===== src/rtl/lcd_spi_byte_tx.sv =====
// LCD SPI byte transmitter: one byte + D/C flag per valid/ready handshake, shifted MSB-first; `LCD_SPI_MODE3_EN selects SCLK idle-high.
// Latency: first SCLK rising edge CLK_DIV cycles after accept; 16*CLK_DIV cycles per byte, 17*CLK_DIV to CS high for an isolated byte.
// Backpressure: tx_ready only in IDLE or on the last-bit boundary cycle; tx_valid need not be held.
module lcd_spi_byte_tx #(
    parameter int CLK_DIV = 1
) (
    input  logic       clk_25MHz,
    input  logic       rst_n,
    input  logic       tx_valid,
    output logic       tx_ready,
    input  logic [7:0] tx_data,
    input  logic       tx_dc,
    output logic       busy,
    output logic       lcd_cs,
    output logic       lcd_dc,
    output logic       lcd_sclk,
    output logic       lcd_mosi
);

    localparam int DIV_W = (CLK_DIV > 1) ? $clog2(CLK_DIV) : 1;
    localparam logic [DIV_W-1:0] DIV_LAST = DIV_W'(CLK_DIV - 1);

    localparam logic [1:0] ST_IDLE  = 2'd0;
    localparam logic [1:0] ST_SHIFT = 2'd1;
    localparam logic [1:0] ST_HOLD  = 2'd2;

`ifdef LCD_SPI_MODE3_EN
    localparam logic SCLK_IDLE = 1'b1;
`else
    localparam logic SCLK_IDLE = 1'b0;
`endif

    logic [1:0]       state_q,   state_d;
    logic [DIV_W-1:0] div_cnt_q, div_cnt_d;
    logic [2:0]       bit_cnt_q, bit_cnt_d;
    logic             phase_q,   phase_d;
    // Only the bits still to be sent; bit 7 goes straight to lcd_mosi on load.
    logic [6:0]       shift_q,   shift_d;
    logic             cs_q,      cs_d;
    logic             dc_q,      dc_d;
    logic             sclk_q,    sclk_d;
    logic             mosi_q,    mosi_d;

    logic tick;
    logic last_bit;
    logic load;

    assign tick     = (div_cnt_q == DIV_LAST);
    assign last_bit = (state_q == ST_SHIFT) && phase_q && tick && (bit_cnt_q == 3'd7);
    assign tx_ready = (state_q == ST_IDLE) || last_bit;
    assign load     = tx_valid && tx_ready;
    assign busy     = (state_q != ST_IDLE);

    assign lcd_cs   = cs_q;
    assign lcd_dc   = dc_q;
    assign lcd_sclk = sclk_q;
    assign lcd_mosi = mosi_q;

    always_comb begin
        state_d   = state_q;
        div_cnt_d = div_cnt_q;
        bit_cnt_d = bit_cnt_q;
        phase_d   = phase_q;
        shift_d   = shift_q;
        cs_d      = cs_q;
        dc_d      = dc_q;
        sclk_d    = sclk_q;
        mosi_d    = mosi_q;

        if (state_q != ST_IDLE) begin
            div_cnt_d = tick ? '0 : div_cnt_q + DIV_W'(1);
        end

        case (state_q)
            ST_IDLE: begin
            end
            ST_SHIFT: begin
                if (tick) begin
                    if (!phase_q) begin
                        phase_d = 1'b1;
                        sclk_d  = 1'b1;
                    end else if (bit_cnt_q != 3'd7) begin
                        sclk_d    = 1'b0;
                        mosi_d    = shift_q[6];
                        shift_d   = {shift_q[5:0], 1'b0};
                        bit_cnt_d = bit_cnt_q + 3'd1;
                        phase_d   = 1'b0;
                    end else if (!tx_valid) begin
                        sclk_d  = 1'b0;
                        state_d = ST_HOLD;
                    end
                end
            end
            ST_HOLD: begin
                if (tick) begin
                    cs_d    = 1'b1;
                    sclk_d  = SCLK_IDLE;
                    state_d = ST_IDLE;
                end
            end
            default: begin
                state_d = ST_IDLE;
            end
        endcase

        // A load overrides everything: from IDLE, or back-to-back at the last-bit boundary.
        if (load) begin
            shift_d   = tx_data[6:0];
            mosi_d    = tx_data[7];
            dc_d      = tx_dc;
            cs_d      = 1'b0;
            sclk_d    = 1'b0;
            bit_cnt_d = 3'd0;
            phase_d   = 1'b0;
            div_cnt_d = '0;
            state_d   = ST_SHIFT;
        end
    end

    always_ff @(posedge clk_25MHz or negedge rst_n) begin
        if (!rst_n) begin
            state_q   <= ST_IDLE;
            div_cnt_q <= '0;
            bit_cnt_q <= 3'd0;
            phase_q   <= 1'b0;
            shift_q   <= 7'd0;
            cs_q      <= 1'b1;
            dc_q      <= 1'b0;
            sclk_q    <= SCLK_IDLE;
            mosi_q    <= 1'b0;
        end else begin
            state_q   <= state_d;
            div_cnt_q <= div_cnt_d;
            bit_cnt_q <= bit_cnt_d;
            phase_q   <= phase_d;
            shift_q   <= shift_d;
            cs_q      <= cs_d;
            dc_q      <= dc_d;
            sclk_q    <= sclk_d;
            mosi_q    <= mosi_d;
        end
    end

endmodule


===== config.mk =====
export PLATFORM = sky130hd
export DESIGN_NAME = lcd_spi_byte_tx
export DESIGN_NICKNAME = d
export VERILOG_FILES = /design/src/rtl/lcd_spi_byte_tx.sv
export SDC_FILE = /design/constraint.sdc
export NUM_CORES = 1
export LEC_CHECK = 0
export CAP_MARGIN = 20
export CELL_PAD_IN_SITES_DETAIL_PLACEMENT = 0
export CELL_PAD_IN_SITES_GLOBAL_PLACEMENT = 1
export CORE_MARGIN = 4
export CORE_UTILIZATION = 37
export DETAILED_ROUTE_END_ITERATION = 10
export PLACE_DENSITY_LB_ADDON = 0.15
export SLEW_MARGIN = 15
export SYNTH_ARGS = -nofsm -noshare
export SYNTH_HDL_FRONTEND = slang
export SYNTH_SLANG_ARGS = --single-unit

===== constraint.sdc =====
create_clock -name clk_25MHz -period 2.68 [get_ports clk_25MHz]
set_input_delay 0.804 -clock clk_25MHz [delete_from_list [all_inputs] [get_ports clk_25MHz]]
set_output_delay 0.804 -clock clk_25MHz [all_outputs]
set_load 0.05 [all_outputs]

== After elaboration in Yosys (flattened, before gate mapping) ==
Cells that the tools add are included.
Operators by class
  add/sub/neg operators: 2
  equal/unequal tests: 12
  muxes and demuxes: 40
  bitwise logic cells: 1
  reductions and logical operators: 18
Operator list (count)
  $mux W7: 5
  $mux W1: 22
  $ne A3 B3 Y1 const B: 6
  $mux W3: 5
  $mux W2: 6
  $reduce_bool A2 Y1: 6
  $reduce_and A4 Y1: 2
  $pmux W2 S3: 1
  $reduce_and A6 Y1: 1
  $ne A5 B4 Y1 const B: 1
  $logic_and A1 B1 Y1: 4
  $reduce_and A2 Y1: 2
  $add A3 B1 Y3 const B: 1
  $eq A3 B3 Y1 const B: 1
  $reduce_bool A3 Y1: 1
  $eq A2 B1 Y1 const B: 1
  $eq A2 B2 Y1 const B: 1
  $logic_not A2 Y1: 1
  $ne A2 B1 Y1 const B: 1
  $ne A2 B2 Y1 const B: 1
  $pmux W1 S2: 1
  $add A1 B1 Y1 const B: 1
  $logic_or A1 B1 Y1: 1
  $not A1 Y1: 1
Word-level totals
  register bits after elaboration: 18
  input port bits: 12
  word-level logic and storage cells: 82

== Logic depth before layout (Yosys ltp) ==
  depth after elaboration: 8
  gate-level depth with buffers: 6
  depth with buffers taken out: 5

== Worst setup path after synthesis ==
No wires, ideal clock.
  kind: reg2out
  from: register bit_cnt_q[0]
  to: output tx_ready
  data arrival time: 1.548 ns
  data required time: 1.876 ns
  slack: 0.328 ns
  cell stages (with the launch flop): 5
  buffers on the path: 0
  cell sequence: dfrtp_1 > ha_1 > ha_1 > nand2_1 > a21oi_1
On the way
  word-level cells in the longest chain between the ends: 3
Ends and longest elaborated chain
  from (decl): line 35  | logic [2:0] bit_cnt_q, bit_cnt_d;
  from (signal assigned): line 134  | bit_cnt_q <= bit_cnt_d;
  $eq A3 B3 Y1: line 49  | assign last_bit = (state_q == ST_SHIFT) && phase_q && tick && (bit_cnt_q == 3'd7);
  $logic_and A1 B1 Y1: line 49
  $logic_or A1 B1 Y1: line 50  | assign tx_ready = (state_q == ST_IDLE) || last_bit;
  to (decl): line 10  | output logic tx_ready,
Every way passes these cells.

== Final worst setup path ==
  from: register cs_q, in the netlist lcd_cs
  to: output lcd_cs
RTL lines
  from (decl): line 39  | logic cs_q, cs_d;
  from (signal assigned): line 137  | cs_q <= cs_d;
  to (decl): line 14  | output logic lcd_cs,
No word-level cell between the ends.

==> metrics.cfg <==
[run_status]
status = finished, final reports clean

[worst_setup_path]
criticalPathCategory = reg -> out
r2r_slack_ps = 690
reg2reg_to = shift_q[4]
startpoint_type = flop
worst-path-max-fanout = 2
cp_cell_sequence = clkdlybuf4s50_1
rr_worst_depth = 6
cpPeakStageDelay_ps = 790
cp-end-kind = primary output
r2r_start = bit_cnt_q[0]
path_delay_family = buffers and inverters
cp_num_buf_inv = 1
crit_slowest_cell = clkdlybuf4s50_1
arrival_ps = 1600
crit_required_ps = 1880

[synthesis]
synth_seq_cells = 17
synth.most_common_cell = dfrtp_1
synth_cell_types = 28
synthesis.nets = 79
yosys-mux-area-fraction = 0.125
ys.flop_type = dfrtp_1
synth_xor_area_frac = 0.0110
synth-adder-area-share = 0.0315
synth_top_family_by_area = compound AO/OA/AOI/OAI gates
syn_area_um2 = 793
yosys.area_share.simple = 0.115
synth_compound_area_frac = 0.131
yosysWarningCount = 0
postSynth.asyncResetShare = 1.00
synth_cells = 65
synth.largest_area_cell = dfrtp_1
netlist.area_leader.share = 0.505
yosysSeqAreaShare = 0.538
synth-edff-count = 0
avgSynthCellArea_um2 = 12.2
ys_top_cells_by_area = dfrtp_1 50%, mux2_2 5.7%, a221o_1 5.0%
synth_common_cells = 16 x dfrtp_1, 6 x nor2_1, 4 x a221o_1, 4 x and2_1, 4 x mux2_2

[floorplanning]
core_mm2 = 0.00200
start_util = 0.396
die_area_mm2 = 0.00295
num_io_pins = 18
die-height_um = 54.3
rows = 16
die_w_um = 54.3

[placed_design]
place_area_mm2 = 0.00101
gp_congestion = 0.766
portBuffers = 17
dp_hpwl_um = 977

[timing]
slew_headroom = 0.666
min_period_ps = 2410
report.final.slew_viol_count = 0
tightest_slew_ps = 501
tns_ps = 0
max_freq_ghz = 0.415
rsz0062_at_grt = false
setup_viol = 0
hold_viol = 0
worst_clock_skew_ps = 2.14
fin_crit_sh = 0.899

[detailed_routing]
routed_wl_um = 1330
dr.pass1.iters = 3
routedWlPerCell_um = 11.7
vias = 541
viasPerCell = 4.79
drt-initial-drc-count = 3
drtAntennaViolNets = 0
drc = 0

[hold_path]
holdPathStages = 1
hold_class = reg -> reg
min_from = shift_q[0]
holdPathEnd = shift_q[0]

[clocking]
cts_setup_buffers = 0
cts_resized = 0
clock-root-buffer = clkbuf_4
cts_tree = done
hold_buffers = 0
clkSinkCount = 17
clk_latency_ps = 270
htreeDepth = 1
clk_pin_slew_ps = 90
cts_buffers = 3
clock_tree.buffer_depth = 2

[global_route]
grt_pass1_vias = 573
grt_max_degree = 18
grt_remaining_overflow = 0
grt_usage = 0.109
antenna_found_initial = 0
grt_pass1_wl_um = 2330

[run]
maxCapViolCount = 0

[layout]
drive_gt1_frac = 0.174
final_net_count = 101
area_delta_synth_final_pct = 30.4
design_area_mm2 = 0.00103
diodes = 0
final_core_util = 0.517

[pwr]
vdd_drop_max_uv = 649
leakagePower_nw = 0.473
power_density_mw_per_mm2 = 1160

==> how the worst max path moves through the flow <==
stage,from,endpoint,depth (start not counted)
6_report,lcd_cs,lcd_cs,1
3_5_place_dp,state_q[1],busy,2
3_3_place_gp,state_q[1],busy,2
4_1_cts,state_q[1],busy,2
2_1_floorplan,bit_cnt_q[0],tx_ready,4
5_1_grt,bit_cnt_q[0],tx_ready,5
==> area by class of cell <==
class / count / area, µm²
Tap cell: 27 / 33.8
Fill cell: 181 / 967
Clock buffer: 4 / 26.3
Timing Repair Buffer: 21 / 213
Multi-Input combinational cell: 42 / 328
Inverter: 2 / 7.51
Sequential cell: 17 / 427
==> power breakdown <==
part | internal, W | switching [W] | leakage, nW
Clock | 0.0000576 | 0.0000712 | 0.0150
Combinational | 0.000306 | 0.000335 | 0.246
Sequential | 0.000369 | 0.0000667 | 0.211
==> registers in the layout, indices dropped and copies added, names as in the netlist <==
register	flops
phase_q	1
bit_cnt_q	3
shift_q	7
lcd_cs	1
lcd_mosi	1
lcd_dc	1
state_q	2
lcd_sclk	1
==> metrics by stage <==
stage	total power, W	setup slack, ps	hold WS (ps)	std cells
after floorplan	0.000912	328	458	65
after global placement	0.00109	390	482	109
after detailed placement	0.00109	369	478	109
after CTS	0.00123	57.0	508	113
after global routing	0.00131	179	528	113
final	0.00120	272	506	113
==> layout by cell type, fill, tap and decap left out, types with 2 or more instances in the layout <==
cell             count
mux2_1               3
dfrtp_1             16
nor2_1               6
inv_1                2
a221o_1              4
mux2_2               4
a21oi_1              3
mux2i_1              2
and2_1               4
clkbuf_4             3
ha_1                 2
clkdlybuf4s50_1     15
buf_4                4
==> kinds of logic (layout without fill, tap and decap cells) <==
| family | Yosys count | count (layout) |
|---|---|---|
| DFF | 17 | 17 |
| and+or+nand+nor | 17 | 17 |
| AOI/OAI and AO/OA | 13 | 13 |
| muxes | 9 | 9 |
| buffers and inverters | 6 | 27 |
| adders and majority gates | 2 | 2 |
| xor gates and xnor gates | 1 | 1 |
==> routing by layer <==
metal | track usage | vias to the layer above | part of all wire
met1 | 0.133 | 254 | 0.48
met3 | 0.0327 | 2 | 0.044
li1 | - | 276 | -
met4 | 0.0373 | 0 | 0.0090
met5 | 0 | - | 0
met2 | 0.183 | 9 | 0.47
(Power assumes the default switching activity.)
